File: src/rtl/instr_fetch_unit_pkg.sv
// Shared definitions for the instruction fetch stage: fetch state encoding,
// default reset PC and the bubble instruction presented when nothing is valid.
package instr_fetch_unit_pkg;

  localparam int unsigned INSTR_W = 32;

  localparam logic [31:0] RESET_PC_DEFAULT = 32'h0000_0000;

  // Opcode 0 decodes as a no-op in control_unit.
  localparam logic [INSTR_W-1:0] INSTR_BUBBLE = 32'h0000_0000;

  typedef enum logic [1:0] {
    IF_FETCH = 2'd0,
    IF_WAIT  = 2'd1,
    IF_VALID = 2'd2,
    IF_HALT  = 2'd3
  } if_state_e;

endpackage

File: src/rtl/instr_fetch_unit_next_pc.sv
// Next-PC priority mux for the fetch stage.
// Ports:
//   pc_i             current PC
//   flush_i          restart request (highest priority)
//   flush_pc_i       restart target
//   advance_i        current instruction consumed with LoadPC=1
//   redirect_valid_i branch/jump taken for the consumed instruction
//   redirect_pc_i    branch/jump target
//   next_pc_o        PC for the next cycle (combinational)
module instr_fetch_unit_next_pc #(
  parameter int unsigned XLEN = 32
) (
  input  logic [XLEN-1:0] pc_i,
  input  logic            flush_i,
  input  logic [XLEN-1:0] flush_pc_i,
  input  logic            advance_i,
  input  logic            redirect_valid_i,
  input  logic [XLEN-1:0] redirect_pc_i,
  output logic [XLEN-1:0] next_pc_o
);

  // Flush beats redirect beats sequential advance beats hold; pc+4 wraps.
  always_comb begin
    next_pc_o = pc_i;
    if (flush_i) begin
      next_pc_o = flush_pc_i;
    end else if (advance_i) begin
      next_pc_o = redirect_valid_i ? redirect_pc_i : pc_i + XLEN'(4);
    end
  end

endmodule

File: src/rtl/instr_fetch_unit.sv
// Instruction fetch stage: owns the PC, issues one request at a time to
// instruction memory and hands the returned word to decode over valid/ready.
// Honours LoadPC (halt), branch/jump redirects and flush (trap/restart).
// Optional build macro: IFETCH_STALL_CNT_EN enables the stall counter;
// without it stall_cnt is tied to zero.
// Ports:
//   clk, rst                       clock, synchronous active-high reset
//   imem_req/imem_addr             request to instruction memory
//   imem_gnt                       request accepted
//   imem_rvalid/imem_rdata         response
//   instr/instr_pc/instr_valid     instruction to decode
//   id_ready                       decode consumes instr
//   load_pc                        0 = stop fetching after this instruction
//   redirect_valid/redirect_pc     branch/jump target for consumed instr
//   flush/flush_pc                 discard everything, restart at flush_pc
//   halted                         fetch stopped by load_pc=0
//   stall_cnt                      WAIT + backpressured VALID cycles
module instr_fetch_unit
  import instr_fetch_unit_pkg::*;
#(
  parameter int unsigned     XLEN     = 32,
  parameter logic [XLEN-1:0] RESET_PC = XLEN'(RESET_PC_DEFAULT)
) (
  input  logic               clk,
  input  logic               rst,
  output logic               imem_req,
  output logic [XLEN-1:0]    imem_addr,
  input  logic               imem_gnt,
  input  logic               imem_rvalid,
  input  logic [INSTR_W-1:0] imem_rdata,
  output logic [INSTR_W-1:0] instr,
  output logic [XLEN-1:0]    instr_pc,
  output logic               instr_valid,
  input  logic               id_ready,
  input  logic               load_pc,
  input  logic               redirect_valid,
  input  logic [XLEN-1:0]    redirect_pc,
  input  logic               flush,
  input  logic [XLEN-1:0]    flush_pc,
  output logic               halted,
  output logic [31:0]        stall_cnt
);

  if_state_e          state_q;
  logic [XLEN-1:0]    pc_q;
  logic [XLEN-1:0]    pc_d;
  logic               kill_q;
  logic               req_q;
  logic [INSTR_W-1:0] instr_q;
  logic [XLEN-1:0]    instr_pc_q;
  logic               instr_valid_q;
  logic               halted_q;
  logic               advance;
  logic               rsp_owed;

  assign advance = (state_q == IF_VALID) && id_ready && load_pc;

  // A response is still outstanding after this edge: flushing here must
  // wait it out and throw it away.
  assign rsp_owed = ((state_q == IF_WAIT) && !imem_rvalid) ||
                    ((state_q == IF_FETCH) && req_q && imem_gnt);

  instr_fetch_unit_next_pc #(
    .XLEN (XLEN)
  ) u_next_pc (
    .pc_i             (pc_q),
    .flush_i          (flush),
    .flush_pc_i       (flush_pc),
    .advance_i        (advance),
    .redirect_valid_i (redirect_valid),
    .redirect_pc_i    (redirect_pc),
    .next_pc_o        (pc_d)
  );

  // Fetch FSM with registered outputs. req_q is 0 for the cycle after
  // reset, so FETCH only honours gnt once the request is actually out.
  always_ff @(posedge clk) begin
    if (rst) begin
      state_q       <= IF_FETCH;
      pc_q          <= RESET_PC;
      kill_q        <= 1'b0;
      req_q         <= 1'b0;
      instr_q       <= INSTR_BUBBLE;
      instr_pc_q    <= '0;
      instr_valid_q <= 1'b0;
      halted_q      <= 1'b0;
    end else begin
      pc_q <= pc_d;
      if (flush) begin
        instr_valid_q <= 1'b0;
        instr_q       <= INSTR_BUBBLE;
        halted_q      <= 1'b0;
        if (rsp_owed) begin
          state_q <= IF_WAIT;
          kill_q  <= 1'b1;
          req_q   <= 1'b0;
        end else begin
          state_q <= IF_FETCH;
          kill_q  <= 1'b0;
          req_q   <= 1'b1;
        end
      end else begin
        case (state_q)
          IF_FETCH: begin
            if (req_q && imem_gnt) begin
              state_q <= IF_WAIT;
              req_q   <= 1'b0;
            end else begin
              req_q <= 1'b1;
            end
          end
          IF_WAIT: begin
            if (imem_rvalid) begin
              if (kill_q) begin
                kill_q  <= 1'b0;
                state_q <= IF_FETCH;
                req_q   <= 1'b1;
              end else begin
                instr_q       <= imem_rdata;
                instr_pc_q    <= pc_q;
                instr_valid_q <= 1'b1;
                state_q       <= IF_VALID;
              end
            end
          end
          IF_VALID: begin
            if (id_ready) begin
              instr_valid_q <= 1'b0;
              instr_q       <= INSTR_BUBBLE;
              if (load_pc) begin
                state_q <= IF_FETCH;
                req_q   <= 1'b1;
              end else begin
                halted_q <= 1'b1;
                state_q  <= IF_HALT;
              end
            end
          end
          IF_HALT: begin
            req_q <= 1'b0;
          end
          default: begin
            state_q <= IF_FETCH;
          end
        endcase
      end
    end
  end

  assign imem_req    = req_q;
  assign imem_addr   = pc_q;
  assign instr       = instr_q;
  assign instr_pc    = instr_pc_q;
  assign instr_valid = instr_valid_q;
  assign halted      = halted_q;

`ifdef IFETCH_STALL_CNT_EN
  logic [31:0] stall_cnt_q;

  // Saturating stall counter; flush does not touch it.
  always_ff @(posedge clk) begin
    if (rst) begin
      stall_cnt_q <= '0;
    end else if (((state_q == IF_WAIT) || ((state_q == IF_VALID) && !id_ready)) &&
                 (stall_cnt_q != 32'hFFFF_FFFF)) begin
      stall_cnt_q <= stall_cnt_q + 32'd1;
    end
  end

  assign stall_cnt = stall_cnt_q;
`else
  assign stall_cnt = '0;
`endif

endmodule

File: config.mk
export PLATFORM = sky130hd
export DESIGN_NAME = instr_fetch_unit
export DESIGN_NICKNAME = d
export VERILOG_FILES = /design/src/rtl/instr_fetch_unit_pkg.sv /design/src/rtl/instr_fetch_unit_next_pc.sv /design/src/rtl/instr_fetch_unit.sv
export SDC_FILE = /design/constraint.sdc
export NUM_CORES = 1
export LEC_CHECK = 0
export ABC_AREA = 1
export ABC_CLOCK_PERIOD_IN_PS = 3100
export CORE_UTILIZATION = 45
export CTS_CLUSTER_DIAMETER = 150
export DETAILED_ROUTE_END_ITERATION = 10
export PLACE_DENSITY = 0.86
export SYNTH_ARGS = -nofsm -noshare
export SYNTH_HDL_FRONTEND = slang
export SYNTH_SLANG_ARGS = --single-unit
File: constraint.sdc
create_clock -name clk -period 3.1 [get_ports clk]
set_input_delay 0.31 -clock clk [delete_from_list [all_inputs] [get_ports clk]]
set_output_delay 0.31 -clock clk [all_outputs]
set_load 0.02 [all_outputs]
-- Word level (Yosys, flattened, before mapping)
Index checks and enable logic that the tools add are counted.
- equal/unequal tests: 11
- bitwise operators: 3
- add/sub/neg operators: 1
- reduce and logical (&&, ||, !) cells: 21
- mux-type cells: 31
- operators with widths (kind ; count):
    32-bit two-way mux ; 6
    32-bit case mux with 2 select lines ; 1
    32-bit by 3-bit adder with 32-bit output (second input constant) ; 1
    4-bit AND reduction ; 4
    1-bit two-way mux ; 15
    2-bit two-way mux ; 6
    3-bit inequality test (second input constant) ; 4
    2-bit nonzero test ; 4
    1-bit logical AND ; 6
    2-bit inequality test (second input constant) ; 3
    2-bit case mux with 3 select lines ; 1
    2-bit == test (second input constant) ; 2
    1-bit case mux with 4 select lines ; 1
    4-bit nonzero test ; 1
    3-bit by 2-bit inequality test with 1-bit output (second input constant) ; 1
    1-bit NOT ; 3
    3-bit AND reduction ; 1
    2-bit by 1-bit == test with 1-bit output (second input constant) ; 1
    2-bit logical NOT ; 1
    1-bit case mux with 2 select lines ; 1
    2-bit AND reduction ; 1
    2-bit OR reduction ; 1
    1-bit logical NOT ; 1
    1-bit logical OR ; 1
- bits of input ports: 104
- output and inout bits: 131
- logic and storage cells: 75
- register bits after elaboration: 102

-- Depth between registers and ports, before layout
- word-level depth: 6
- depth in mapped cells: 12
- depth with buffers taken out: 11

-- Modules after synthesis
A second synthesis with hierarchy kept.
- cell total of the unflattened synthesis: 925
- area total of the unflattened synthesis: 5894.4 um2
- modules (own cells, without submodules) (module ; times used ; cells each ; area each (um2) ; seq. area each (um2)):
    instr_fetch_unit ; 1 ; 556 ; 4051.4 ; 2042.0
    instr_fetch_unit_next_pc ; 1 ; 369 ; 1843.0 ; 0.0

-- Least setup slack after synthesis
OpenSTA, ideal clock, no wires.
- path kind: reg-to-reg
- start point: register pc_q[3] (netlist: imem_addr[3])
- end point: register pc_q[26] (netlist: imem_addr[26])
- clock period less this slack: 1.636 ns
- arrival time: 1.504 ns
- stages on the path, launching flop included: 11
- required time: 2.968 ns
- buffers on the path: 0
- setup time: 0.132 ns
- slack: 1.464 ns
- cell sequence: dfxtp_1 > ha_1 > nand2_1 > nor2_1 > nand2_1 > nor2_2 > nand2_1 > nand2_1 > nand3_1 > nand2_1 > a21oi_1
- cells in the longest elaborated chain, start to end: 4
- ends and longest elaborated chain (item ; RTL line ; source):
    start, declared ; instr_fetch_unit.sv:45 ; logic [XLEN-1:0] pc_q;
    start signal, assigned ; instr_fetch_unit.sv:88 ; pc_q <= pc_d;
    32-bit by 3-bit adder with 32-bit output ; instr_fetch_unit_next_pc.sv:28 ; next_pc_o = redirect_valid_i ? redirect_pc_i : pc_i + XLEN'(4);
    32-bit two-way mux ; instr_fetch_unit_next_pc.sv:28 ;
    32-bit two-way mux ; instr_fetch_unit_next_pc.sv:27 ; end else if (advance_i) begin
    32-bit two-way mux ; instr_fetch_unit_next_pc.sv:25 ; if (flush_i) begin
Every way passes these cells. The select of a mux whose other input is x is not followed.
A chain may end at the register's enable or synchronous reset.

-- Worst setup path after layout
- start point: input flush
- end point: register pc_q[16] (netlist: imem_addr[16])
- cells in the longest elaborated chain, start to end: 1
- elaborated cells between the ends (all ways): 2
- those cells by class: 1 x mux; 1 x reduce/logical
- ends and longest elaborated chain (item ; RTL line ; source):
    start, declared ; instr_fetch_unit.sv:38 ; input logic flush,
    32-bit two-way mux / 2-bit nonzero test (equally long branches) ; -- ;
Parallel ways exist; a longest one is shown, timed or not.

==> reports/summary.json <==
{
  "finalCriticalPeriod_ns": 2.06,
  "power.internal_mw": 2.38,
  "cts_buffer_depth": 2,
  "fin_total_pwr_mw": 3.43,
  "power_switching_share": 0.308,
  "final_net_count": 1043,
  "worst_slew_margin_rel": 0.633,
  "crit_family": "buffers and inverters",
  "criticalPathCategory": "input pin to register",
  "clockPowerShare": 0.355,
  "static-leakage-power_nw": 2.76,
  "synth_adder_area_share": 0.0122,
  "timing.critical_path.arrival_ns": 2.36,
  "yosysSeqAreaShare": 0.398,
  "ys_seq_elements": 102,
  "summed_negative_setup_slack_over_all_endpoints_ns": 0,
  "initial_utilization": 0.468,
  "holdBufCountCts": 0,
  "core_area_mm2": 0.0110,
  "setup_viol": 0,
  "combinational_family_with_the_most_area_after_synthesis": "simple AND/OR/NAND/NOR gates",
  "largest_net_degree_at_the_start_of_global_routing": 50,
  "hpwlAfterDp_mm": 12.0,
  "fin_crit_sh": 0.666,
  "std_cell_rows": 38,
  "cts_buffers": 9,
  "area_growth_syn_to_layout_pct": 44.3,
  "wire_length_of_the_first_global_routing_pass_mm": 25.2,
  "setup_slack_ns": 1.04,
  "fmax_mhz": 485,
  "synth.area.mux_share": 0,
  "grt_pass1_vias": 5127,
  "remaining_drcs": 0,
  "detailroute.via_count": 5607,
  "worstPathMaxFanout": 13,
  "port_buffers": 202,
  "wl_mm": 16.3,
  "clkSlewWorstSetupHoldPaths_ns": 0.08,
  "syn-cell-area_mm2": 0.00514,
  "post_synth_inst_count": 751,
  "floorplan.die.width_um": 109,
  "post_drt_via_cell_ratio": 5.20,
  "cpMostUsedCell": "inv_2",
  "ys_async_sr_fraction": 0,
  "track_usage": 0.275,
  "clock_tree_from_tritoncts": "built",
  "drt.antenna.violating_nets": 0,
  "power.density_cell_area_mw_per_mm2": 463,
  "wire_per_inst_um": 15.1,
  "synth_xor_xnor_area_share": 0.00171,
  "clock_tree.root_cell": "clkbuf_16",
  "floorplan.io_pins": 235,
  "finClkSkew_ns": 0.00766,
  "share_of_the_synthesized_area_in_compound_gates_ao_oa_aoi_oai": 0.194,
  "post-place-ws_ns": 0.741,
  "slowest_delay_ns": 0.72,
  "yosys_warning_count": 0,
  "layout-drive-gt1-share": 0.0447,
  "max-cap-violations": 0,
  "switchingPower_mw": 1.06,
  "worst_slew_pin_slew_ns": 0.550,
  "timing.critical_path.slowest_stage_cell": "clkdlybuf4s50_1",
  "synth_cell_type_count": 33,
  "synthSimpleGateAreaFrac": 0.272,
  "share_seq_of_total_power": 0.425,
  "placed_cell_areas_mm2": 0.00709,
  "design.die.area_mm2": 0.0118,
  "syn-mean-instance-area_um2": 6.84,
  "antenna_found_initial": 0,
  "cp_cell_sequence": "clkdlybuf4s50_1, inv_2, nand2_1, inv_2, nor2_2, inv_1, a31oi_1, o21a_1",
  "run_status": "completed",
  "final_estimated_routing_congestion_in_global_placement": 0.984,
  "ir_worst_vdd_mv": 0.293,
  "buffers_plus_inverters_on_the_worst_setup_path": 4,
  "final-hold-violation-count": 0,
  "synthFlopType": "dfxtp_1",
  "cts-htree-levels": 3,
  "die_h_um": 109,
  "max_slew_violation_count": 0,
  "grt_remaining_overflow": 0,
  "first_pass_iters": 5,
  "post_cts_resized": 0,
  "clock_latency_ns": 0.35,
  "cts_num_sinks": 102,
  "critPathRequiredTime_ns": 3.39,
  "power.combinational.fraction": 0.220,
  "crit_path_start_kind": "input pin",
  "hold_class": "register to register",
  "synth_enable_flop_cells": 0,
  "postCtsSetupBuffers": 0,
  "unrepaired_setup_endpoints_after_global_routing": "no",
  "antenna-diode-count": 0,
  "layout.cell_area.non_filler_mm2": 0.00741,
  "detailed_router_s_first_iteration_violation_count": 387,
  "critical_path.endpoint_type": "register"
}
[logic make-up (layout without fill, tap and decap cells)]
family / count (synthesis) / in the layout
AO/OA/AOI/OAI: 180 / 180
XOR/XNOR: 1 / 1
adder cells (fa/ha/maj): 5 / 5
buffers and inverters: 121 / 278
flip-flops: 102 / 102
other: 1 / 32
AND/OR/NAND/NOR: 341 / 341
[cell type report]
class | count | area (um2)
fillers | 972 | 3570
flip-flops and latches | 102 | 2040
multi-input cells | 559 | 2590
inverters | 52 | 196
clock inverters | 7 | 97.6
repair buffers | 210 | 2080
clock buffers | 9 | 225
well taps | 140 | 175
[registers in the layout (all words and copies together) (netlist names)]
signal,cells
imem_addr,32
kill_q,1
imem_req,1
instr_pc,32
halted,1
instr_valid,1
instr,32
state_q,2
[synthesized netlist by cell type, drive strengths merged (3+ instances only)]
library cell | count | share of area
a211oi | 3 | 0.0044
a21oi | 80 | 0.078
a31oi | 10 | 0.012
buf | 54 | 0.072
clkbuf | 15 | 0.011
dfxtp | 102 | 0.40
ha | 5 | 0.012
inv | 51 | 0.037
nand2 | 186 | 0.14
nand3 | 37 | 0.036
nor2 | 100 | 0.079
nor3 | 9 | 0.0097
o21a | 10 | 0.015
o21ai | 45 | 0.044
o221ai | 3 | 0.0051
o22ai | 27 | 0.033
or2 | 4 | 0.0049
[cell usage in the layout (no fill, tap or decap), types with 2 or more instances in the layout]
| master | n |
|---|---|
| clkdlybuf4s50_1 | 202 |
| nand2_1 | 185 |
| dfxtp_1 | 102 |
| nor2_1 | 92 |
| a21oi_1 | 80 |
| inv_1 | 46 |
| o21ai_0 | 44 |
| nand3_1 | 37 |
| conb_1 | 32 |
| o22ai_1 | 27 |
| a31oi_1 | 10 |
| o21a_1 | 10 |
| clkbuf_16 | 9 |
| nor3_1 | 8 |
| buf_4 | 8 |
| nor2_2 | 6 |
| inv_2 | 5 |
| ha_1 | 5 |
| a211oi_1 | 3 |
| o221ai_1 | 3 |
| inv_8 | 3 |
| or2_1 | 2 |
| nor2_4 | 2 |
| and2_1 | 2 |
| o211ai_1 | 2 |
| and3_1 | 2 |
| or2_2 | 2 |
[worst paths after layout]
path              slack (ns)                          to  depth (start not counted)                    start
hold / removal          0.46         halted$_SDFFE_PP0P_                          2      halted$_SDFFE_PP0P_
hold reg to reg         0.46         halted$_SDFFE_PP0P_                          2      halted$_SDFFE_PP0P_
setup / recovery        1.04  imem_addr[16]$_SDFFE_PP0P_                          8                    flush
setup reg to reg        1.07      instr[27]$_SDFFE_PP0P_                         11  state_q[1]$_SDFFE_PP0P_
[worst min-delay path, cell delays in order, from the launching register on]
cell and delay, ns:
dfxtp_1 0.32, inv_1 0.05, a21oi_1 0.05
[power groups by stage]
stage	Sequential, mW	Combinational (mW)	Clock [mW]
global placement	1.49	0.741	0
CTS	1.46	0.754	1.23
floorplan	1.55	0.365	0
detailed placement	1.49	0.748	0
global route	1.47	0.819	1.28
finish	1.46	0.754	1.22
[metal layers]
metal | up-vias | GRT usage | wire (um)
met2 | 290 | 0.478 | 7800
met1 | 2511 | 0.324 | 6460
met4 | 0 | 0.107 | 394
met5 | - | 0 | 0
li1 | 2772 | - | -
met3 | 34 | 0.0687 | 1700
[through the flow]
stage / hold slack, ns / cells / utilization
CTS: 0.463 / 1079 / 0.675
global route: 0.483 / 1079 / 0.675
finish: 0.465 / 1079 / 0.675
floorplan: 0.453 / 782 / -
detailed placement: 0.451 / 1063 / 0.645
global placement: 0.438 / 1063 / 0.645
Note: power is estimated with default switching activity, not from simulation.
